$ cat src/rtl/rom_frame_streamer.sv
// rom_frame_streamer
//   Streams one IMG_W x IMG_H frame out of a synchronous ROM, one fetch per
//   pix_en cycle, and presents each pixel with its coordinates once the ROM
//   data returns ROM_LAT cycles later.
//
// Optional feature: define ROM_FRAME_STREAMER_LOOP_EN to replay frames back to
//   back. base_addr is re-sampled on the last fetch, and the block stays in RUN.
//   Without it, the block returns to IDLE after each frame.
//
// Ports
//   clk, rst_n           clock, synchronous active-low reset
//   start                one-cycle frame request (aborts a running frame)
//   pix_en               fetch strobe
//   base_addr            ROM address of pixel (0,0), sampled when start is taken
//   rom_addr, rom_data   ROM read port (rom_data packed {r,g,b})
//   r, g, b              registered pixel colour
//   pix_x, pix_y         coordinates of the pixel on r/g/b
//   pix_valid            r/g/b/pix_x/pix_y carry a new pixel this cycle
//   busy                 high while in RUN
//   frame_done           pulses with pix_valid of the last pixel of a frame
module rom_frame_streamer #(
  parameter int IMG_W   = 800,
  parameter int IMG_H   = 600,
  parameter int ADDR_W  = 19,
  parameter int CH_W    = 4,
  parameter int ROM_LAT = 1
) (
  input  logic              clk,
  input  logic              rst_n,
  input  logic              start,
  input  logic              pix_en,
  input  logic [ADDR_W-1:0] base_addr,
  output logic [ADDR_W-1:0] rom_addr,
  input  logic [3*CH_W-1:0] rom_data,
  output logic [CH_W-1:0]   r,
  output logic [CH_W-1:0]   g,
  output logic [CH_W-1:0]   b,
  output logic [15:0]       pix_x,
  output logic [15:0]       pix_y,
  output logic              pix_valid,
  output logic              busy,
  output logic              frame_done
);

  localparam logic [15:0]       X_LAST = 16'(IMG_W - 1);
  localparam logic [15:0]       Y_LAST = 16'(IMG_H - 1);
  localparam logic [ADDR_W-1:0] ONE    = ADDR_W'(1);

  typedef enum logic {IDLE, RUN} state_t;

  state_t                     state;
  logic [15:0]                x, y;
  logic [ROM_LAT-1:0]         vld_pipe;
  logic [ROM_LAT-1:0]         last_pipe;
  logic [ROM_LAT-1:0][15:0]   x_pipe, y_pipe;

  // start wins over pix_en: a start cycle only (re)loads the frame.
  logic fetch, at_end;
  assign fetch  = (state == RUN) && pix_en && !start;
  assign at_end = (x == X_LAST) && (y == Y_LAST);

  always_ff @(posedge clk) begin
    if (!rst_n) begin
      state      <= IDLE;
      busy       <= 1'b0;
      x          <= '0;
      y          <= '0;
      rom_addr   <= '0;
      vld_pipe   <= '0;
      last_pipe  <= '0;
      x_pipe     <= '0;
      y_pipe     <= '0;
      r          <= '0;
      g          <= '0;
      b          <= '0;
      pix_x      <= '0;
      pix_y      <= '0;
      pix_valid  <= 1'b0;
      frame_done <= 1'b0;
    end else begin
      // Tag pipeline: stage ROM_LAT-1 lines up with rom_data of the fetch.
      vld_pipe[0]  <= fetch;
      last_pipe[0] <= fetch && at_end;
      x_pipe[0]    <= x;
      y_pipe[0]    <= y;
      for (int i = 1; i < ROM_LAT; i++) begin
        vld_pipe[i]  <= vld_pipe[i-1];
        last_pipe[i] <= last_pipe[i-1];
        x_pipe[i]    <= x_pipe[i-1];
        y_pipe[i]    <= y_pipe[i-1];
      end

      pix_valid  <= vld_pipe[ROM_LAT-1];
      frame_done <= vld_pipe[ROM_LAT-1] && last_pipe[ROM_LAT-1];
      if (vld_pipe[ROM_LAT-1]) begin
        {r, g, b} <= rom_data;
        pix_x     <= x_pipe[ROM_LAT-1];
        pix_y     <= y_pipe[ROM_LAT-1];
      end

      case (state)
        IDLE: begin
          if (start) begin
            state    <= RUN;
            busy     <= 1'b1;
            x        <= '0;
            y        <= '0;
            rom_addr <= base_addr;
          end
        end
        RUN: begin
          if (start) begin
            x        <= '0;
            y        <= '0;
            rom_addr <= base_addr;
          end else if (pix_en) begin
            if (at_end) begin
`ifdef ROM_FRAME_STREAMER_LOOP_EN
              x        <= '0;
              y        <= '0;
              rom_addr <= base_addr;
`else
              // rom_addr deliberately holds on the last fetch.
              state    <= IDLE;
              busy     <= 1'b0;
`endif
            end else begin
              rom_addr <= rom_addr + ONE;
              if (x == X_LAST) begin
                x <= '0;
                y <= y + 16'd1;
              end else begin
                x <= x + 16'd1;
              end
            end
          end
        end
        default: begin
          state <= IDLE;
          busy  <= 1'b0;
        end
      endcase
    end
  end

endmodule

$ cat config.mk
export PLATFORM = sky130hd
export DESIGN_NAME = rom_frame_streamer
export DESIGN_NICKNAME = d
export VERILOG_FILES = /design/src/rtl/rom_frame_streamer.sv
export SDC_FILE = /design/constraint.sdc
export NUM_CORES = 1
export LEC_CHECK = 0
export BUFFER_PORTS_ARGS = -buffer_cell sky130_fd_sc_hd__clkbuf_2
export CAP_MARGIN = 20
export CORE_MARGIN = 4
export CORE_UTILIZATION = 29
export CTS_CLUSTER_SIZE = 40
export DETAILED_ROUTE_END_ITERATION = 10
export SKIP_LAST_GASP = 1
export SLEW_MARGIN = 20
export SYNTH_ARGS = -nofsm -noshare
export SYNTH_HDL_FRONTEND = slang
export SYNTH_SLANG_ARGS = --single-unit
$ cat constraint.sdc
create_clock -name clk -period 2.2 [get_ports clk]
set_clock_uncertainty 0.1 [all_clocks]
set_input_delay 0.22 -clock clk [delete_from_list [all_inputs] [get_ports clk]]
set_output_delay 0.22 -clock clk [all_outputs]
set_load 0.005 [all_outputs]
=== After elaboration in Yosys (flattened, before gate mapping) ===
Index checks and enable logic that the tools add are counted.

* Add/subtract/negate cells: 3
* Equal/unequal tests: 9
* Muxes and demuxes: 26
* Bitwise gates (word level): 1
* Reduce and logical (&&, ||, !) cells: 9

{| class="wikitable"
|+ Operator list
! operator !! count
|-
| 16-bit 2-to-1 mux || 9
|-
| 19-bit 2-to-1 mux || 4
|-
| 16-bit one-hot mux with 2 select lines || 2
|-
| 19-bit one-hot mux with 2 select lines || 1
|-
| 16-bit by 1-bit adder with 16-bit output (second input constant) || 2
|-
| 16-bit by 10-bit == test with 1-bit output (second input constant) || 2
|-
| 19-bit by 1-bit adder with 19-bit output (second input constant) || 1
|-
| 1-bit 2-to-1 mux || 8
|-
| 4-bit AND reduction || 2
|-
| 2-bit inequality test (second input constant) || 3
|-
| 3-bit inequality test (second input constant) || 2
|-
| 1-bit logical AND || 5
|-
| 1-bit one-hot mux with 2 select lines || 2
|-
| 3-bit by 2-bit inequality test with 1-bit output (second input constant) || 1
|-
| 3-bit AND reduction || 1
|-
| 2-bit by 1-bit inequality test with 1-bit output (second input constant) || 1
|-
| 1-bit zero test || 1
|-
| 1-bit NOT || 1
|}

* Register bits: 133
* Input port bits: 35
* Word-level logic and storage cells: 64

=== Logic depth before layout (Yosys ltp) ===
* Depth in word-level cells: 6
* Gate-level depth with buffers: 8
* Depth with buffers taken out: 7

=== Worst setup path before layout ===
OpenSTA, ideal clock, no wires.

* Path type: flip-flop to flip-flop
* Start point: register y[0]
* End point: register x[14]
* Library setup time: 0.079 ns
* Arrival: 1.953 ns
* Required time: 2.021 ns
* Path slack: 0.068 ns
* Cell stages (with the launch flop): 9
* Buffers on the path: 2
* Clock period less this slack: 2.132 ns
* Cell sequence: dfxtp_1 > ha_1 > or4bb_1 > nor4_2 > a31o_1 > buf_6 > buf_6 > a21oi_1 > a211oi_2

* Cells in the longest elaborated chain, start to end: 4

{| class="wikitable"
|+ RTL lines
! what !! RTL line !! text
|-
| start, declared || 52 || <nowiki>logic [15:0] x, y;</nowiki>
|-
| start signal, assigned || 131 || <nowiki>y <= y + 16'd1;</nowiki>
|-
| 16-bit by 10-bit == test with 1-bit output || 60 || <nowiki>assign at_end = (x == X_LAST) && (y == Y_LAST);</nowiki>
|-
| 1-bit logical AND || 60 ||
|-
| 3-bit inequality test (no line) || n/a ||
|-
| 3-bit AND reduction (no line) || n/a ||
|-
| end signal, assigned || 133 || <nowiki>x <= x + 16'd1;</nowiki>
|-
| end, declared || 52 ||
|}

No other way between the ends.
A chain may end at the register's enable or synchronous reset.

=== Worst setup path after layout ===
* Start point: register y[3]
* End point: register y[7]

* Cells in the longest elaborated chain, start to end: 6
* Elaborated cells on any way between the ends: 10
* Those cells by class: add/sub: 1; eq/ne: 2; mux: 5; reduce/logical: 2

{| class="wikitable"
|+ RTL lines
! what !! RTL line !! text
|-
| 16-bit by 1-bit adder with 16-bit output || 131 ||
|-
| 16-bit 2-to-1 mux || 129 || <nowiki>if (x == X_LAST) begin</nowiki>
|-
| 16-bit 2-to-1 mux || 117 || <nowiki>if (at_end) begin</nowiki>
|-
| 16-bit 2-to-1 mux || 116 || <nowiki>end else if (pix_en) begin</nowiki>
|-
| 16-bit 2-to-1 mux || 112 || <nowiki>if (start) begin</nowiki>
|-
| 16-bit one-hot mux with 2 select lines || 101 || <nowiki>case (state)</nowiki>
|}

Parallel ways exist; a longest one is shown, timed or not. The select of a mux whose other input is x is not followed.

==> results_dict.tcl <==
set metrics [dict create \
    run_status "complete, no violations" \
    clkLatencyLatePin_ns 0.42 \
    mappedNetlistNets 694 \
    clk_pin_slew_worst_paths_ns 0.06 \
    synth_cell_types 64 \
    filler_cell_count 1968 \
    h_tree_lvl_count 4 \
    post-route-util_pct 40.0 \
    yosys_warnings 0 \
    drive_above_1_share_pct 27.7 \
    final_max_slew_viol_count 0 \
    number_of_global_route_vias_before_repair 5062 \
    timing_worst_setup_path_type "flip-flop to flip-flop" \
    dieHeight_um 150 \
    rr_startpoint "y[3]" \
    cts-root-buf "sky130_fd_sc_hd__clkbuf_16" \
    dieArea_sq_um 22400 \
    buffer_ports.inserted 100 \
    setup_crit_start_kind "flip-flop" \
    ff_to_ff_end "y[7]" \
    number_of_ports_placed_on_the_die_boundary 101 \
    mostFrequentLayoutCell "sky130_fd_sc_hd__dfxtp_1" \
    start_util_pct 29.6 \
    seq_cells_post_synth 133 \
    cts_num_sinks 133 \
    postSynthCellCount 654 \
    die-width_um 150 \
    floorplan.rows 51 \
    timing_hold_violations_final 0 \
    max-slew-margin-rel_pct 59.9 \
    layout.nets 849 \
    cap_violations 0 \
    synth_area_leader_cell "sky130_fd_sc_hd__dfxtp_1" \
    cts_buffer_depth 2 \
    post_drt_via_cell_ratio 4.95 \
    grt_use_met1_pct 19.3 \
    busiest_layer "met2" \
    drt.antenna.violating_nets 0 \
    power_leakage_nw 3.15 \
    cp.arrival_ns 2.36 \
    hold_end "rom_addr[14]" \
    grt_setup_unrepaired "true" \
    max_clock_freq_mhz 462 \
    worstPathRequired_ns 2.40 \
    synth_area_sq_um 5810 \
    critPathCaptureType "flip-flop" \
    syn_area_per_cell_sq_um 8.88 \
    avgRoutedWirePerCell_um 14.5 \
    finalSetupViolations 0 \
    vias 5378 \
    synth_enable_flop_cells 0 \
    layout_common_cells "130 x sky130_fd_sc_hd__dfxtp_1, 100 x sky130_fd_sc_hd__clkbuf_2, 76 x sky130_fd_sc_hd__nor2_1, 60 x sky130_fd_sc_hd__buf_4, 54 x sky130_fd_sc_hd__nand2_1" \
    worst_hold_startpoint "base_addr[14]" \
    post-route-period-util_pct 98.4 \
    antenna_cells 0 \
    synth_flop_cell "sky130_fd_sc_hd__dfxtp_1" \
    syn2layout_area_growth_pct 34.8 \
    overall_global_routing_resource_usage_pct 13.9 \
    grtUsageMet2_pct 20.3 \
    grt-ovfl-total 0 \
    fp.coreArea_sq_um 19600 \
    cts_tree "yes" \
    synthTopCellsByArea "sky130_fd_sc_hd__dfxtp_1 46%, sky130_fd_sc_hd__mux2i_1 7.9%, sky130_fd_sc_hd__nor2_1 5.0%" \
    number_of_antenna_violations_at_the_first_check_in_global_routing 0 \
    synthDominantCellAreaShare_pct 45.8 \
    drt_pass1_iterations 5 \
    maximum_number_of_pins_on_one_net_before_global_route_repair 59 \
    grt_util_met3_pct 3.82 \
    drt-initial-drc-count 417 \
    report.power.total_mw 5.72 \
    hp_class "input port to flip-flop" \
    gpl.final_weighted_congestion 0.871 \
    routed_wirelength_um 15700 \
    async_reset_ff_share_pct 0 \
    cts_made_buffers 17 \
    ff_latch_area_sq_um 2670 \
    timing_worst_slew_pin_value_ns 0.602 \
    path_max_fanout 5 \
    grt_first_pass_wirelength_um 25300 \
    yosysSeqAreaShare_pct 45.8 \
    finalWorstPathRequiredPeriod_ns 2.16 \
    multiInputGateArea_sq_um 2970 \
    powerDensity_nw_per_um2 730 \
    drc 0 \
    vdd_drop_max_mv 0.479 \
    worst-r2r-cell-count 6 \
    r2r_slack_ns 0.04 \
    place_hpwl_um 10500 \
    hold-path-cell-count 4 \
]
## registers in the layout (all words and copies together) (netlist names)
register / cells
rom_addr: 19
pix_x: 16
pix_y: 16
x: 16
x_pipe: 16
y: 16
y_pipe: 16
b: 4
g: 4
r: 4
busy: 1
frame_done: 1
last_pipe: 1
pix_valid: 1
state: 1
vld_pipe: 1
## worst max-delay path, stage by stage, from the launching register on
cell and delay (ns):
sky130_fd_sc_hd__dfxtp_1 0.31, sky130_fd_sc_hd__or4_4 0.57, sky130_fd_sc_hd__nor4_4 0.33, sky130_fd_sc_hd__buf_4 0.16, sky130_fd_sc_hd__o21a_1 0.15, sky130_fd_sc_hd__nor2_2 0.09, sky130_fd_sc_hd__a311oi_1 0.35
## cells in the mapped netlist, types with 7 or more instances
cell                       instances
sky130_fd_sc_hd__a21oi_1          42
sky130_fd_sc_hd__a31oi_1          12
sky130_fd_sc_hd__and2_1           25
sky130_fd_sc_hd__and3_1           14
sky130_fd_sc_hd__and4_1            7
sky130_fd_sc_hd__buf_1             8
sky130_fd_sc_hd__clkbuf_1         27
sky130_fd_sc_hd__dfxtp_1         133
sky130_fd_sc_hd__inv_1            12
sky130_fd_sc_hd__mux2i_1          46
sky130_fd_sc_hd__nand2_1          54
sky130_fd_sc_hd__nand3_1          25
sky130_fd_sc_hd__nand4_1          12
sky130_fd_sc_hd__nor2_1           77
sky130_fd_sc_hd__nor3_1           18
sky130_fd_sc_hd__o21ai_0          13
sky130_fd_sc_hd__o31ai_1          11
## power by group
group | internal (mW) | switching [mW] | leakage (nW)
clock | 1.68 | 1.11 | 0.282
sequential | 2.45 | 0.0436 | 1.08
combinational | 0.195 | 0.243 | 1.79
total | 4.32 | 1.40 | 3.15
## final cells by class
| class | instances | share of cell area (%) |
|---|---|---|
| clock buffer | 18 | 5.48 |
| clock inverter | 14 | 1.89 |
| timing repair buffer | 182 | 15.8 |
| inverter | 13 | 0.623 |
| sequential | 133 | 34.0 |
| multi-input combinational | 462 | 37.9 |
| tap | 265 | 4.23 |
## layer usage
metal	vias up	part of all wire, %
li1	2680	-
met5	-	0
met3	19	7.3
met4	0	1.4
met1	2478	50
met2	201	41
## cell families after synthesis
| logic type | count (synthesis) | synth area share, % |
|---|---|---|
| AOI/OAI and AO/OA | 133 | 15.0 |
| adders and majority gates | 5 | 1.08 |
| buffers and inverters | 59 | 4.55 |
| DFF | 133 | 45.8 |
| muxes | 47 | 8.12 |
| and+or+nand+nor | 277 | 25.4 |
## metrics by stage
| stage | setup WS, ns | setup TNS [ns] | area, sq um | cells | hold WS [ns] |
|---|---|---|---|---|---|
| after detailed placement | -0.0489 | -0.310 | 6950 | 1036 | 0.354 |
| after floorplan | 0.0678 | 0 | 5810 | 654 | 0.237 |
| final | 0.0358 | 0 | 7830 | 1087 | 0.0191 |
| after global routing | -0.0755 | -0.393 | 7830 | 1087 | 0.0401 |
| after CTS | -0.00672 | -0.00672 | 7700 | 1084 | 0.0106 |
| after global placement | -0.0283 | -0.173 | 6950 | 1036 | 0.344 |
## worst max-delay path by stage
stage	cells after the start	slack [ns]	start	endpoint
after CTS	7	-0.007	x[0]	y[3]
after global routing	9	-0.08	start	rom_addr[0]
after floorplan	8	0.07	y[0]	x[14]
after global placement	6	-0.03	y[3]	rom_addr[16]
final	6	0.04	y[3]	y[7]
after detailed placement	6	-0.05	y[3]	x[10]
## repair_timing
action                                 CTS  global route
setup endpoints to repair               21            42
resized for setup                        2            17
endpoints found under the hold margin   16             0
hold buffers                            16             0
pin swaps                                1             8
buffers inserted                         0             1
gates cloned                             0             2
(Power assumes the default switching activity.)
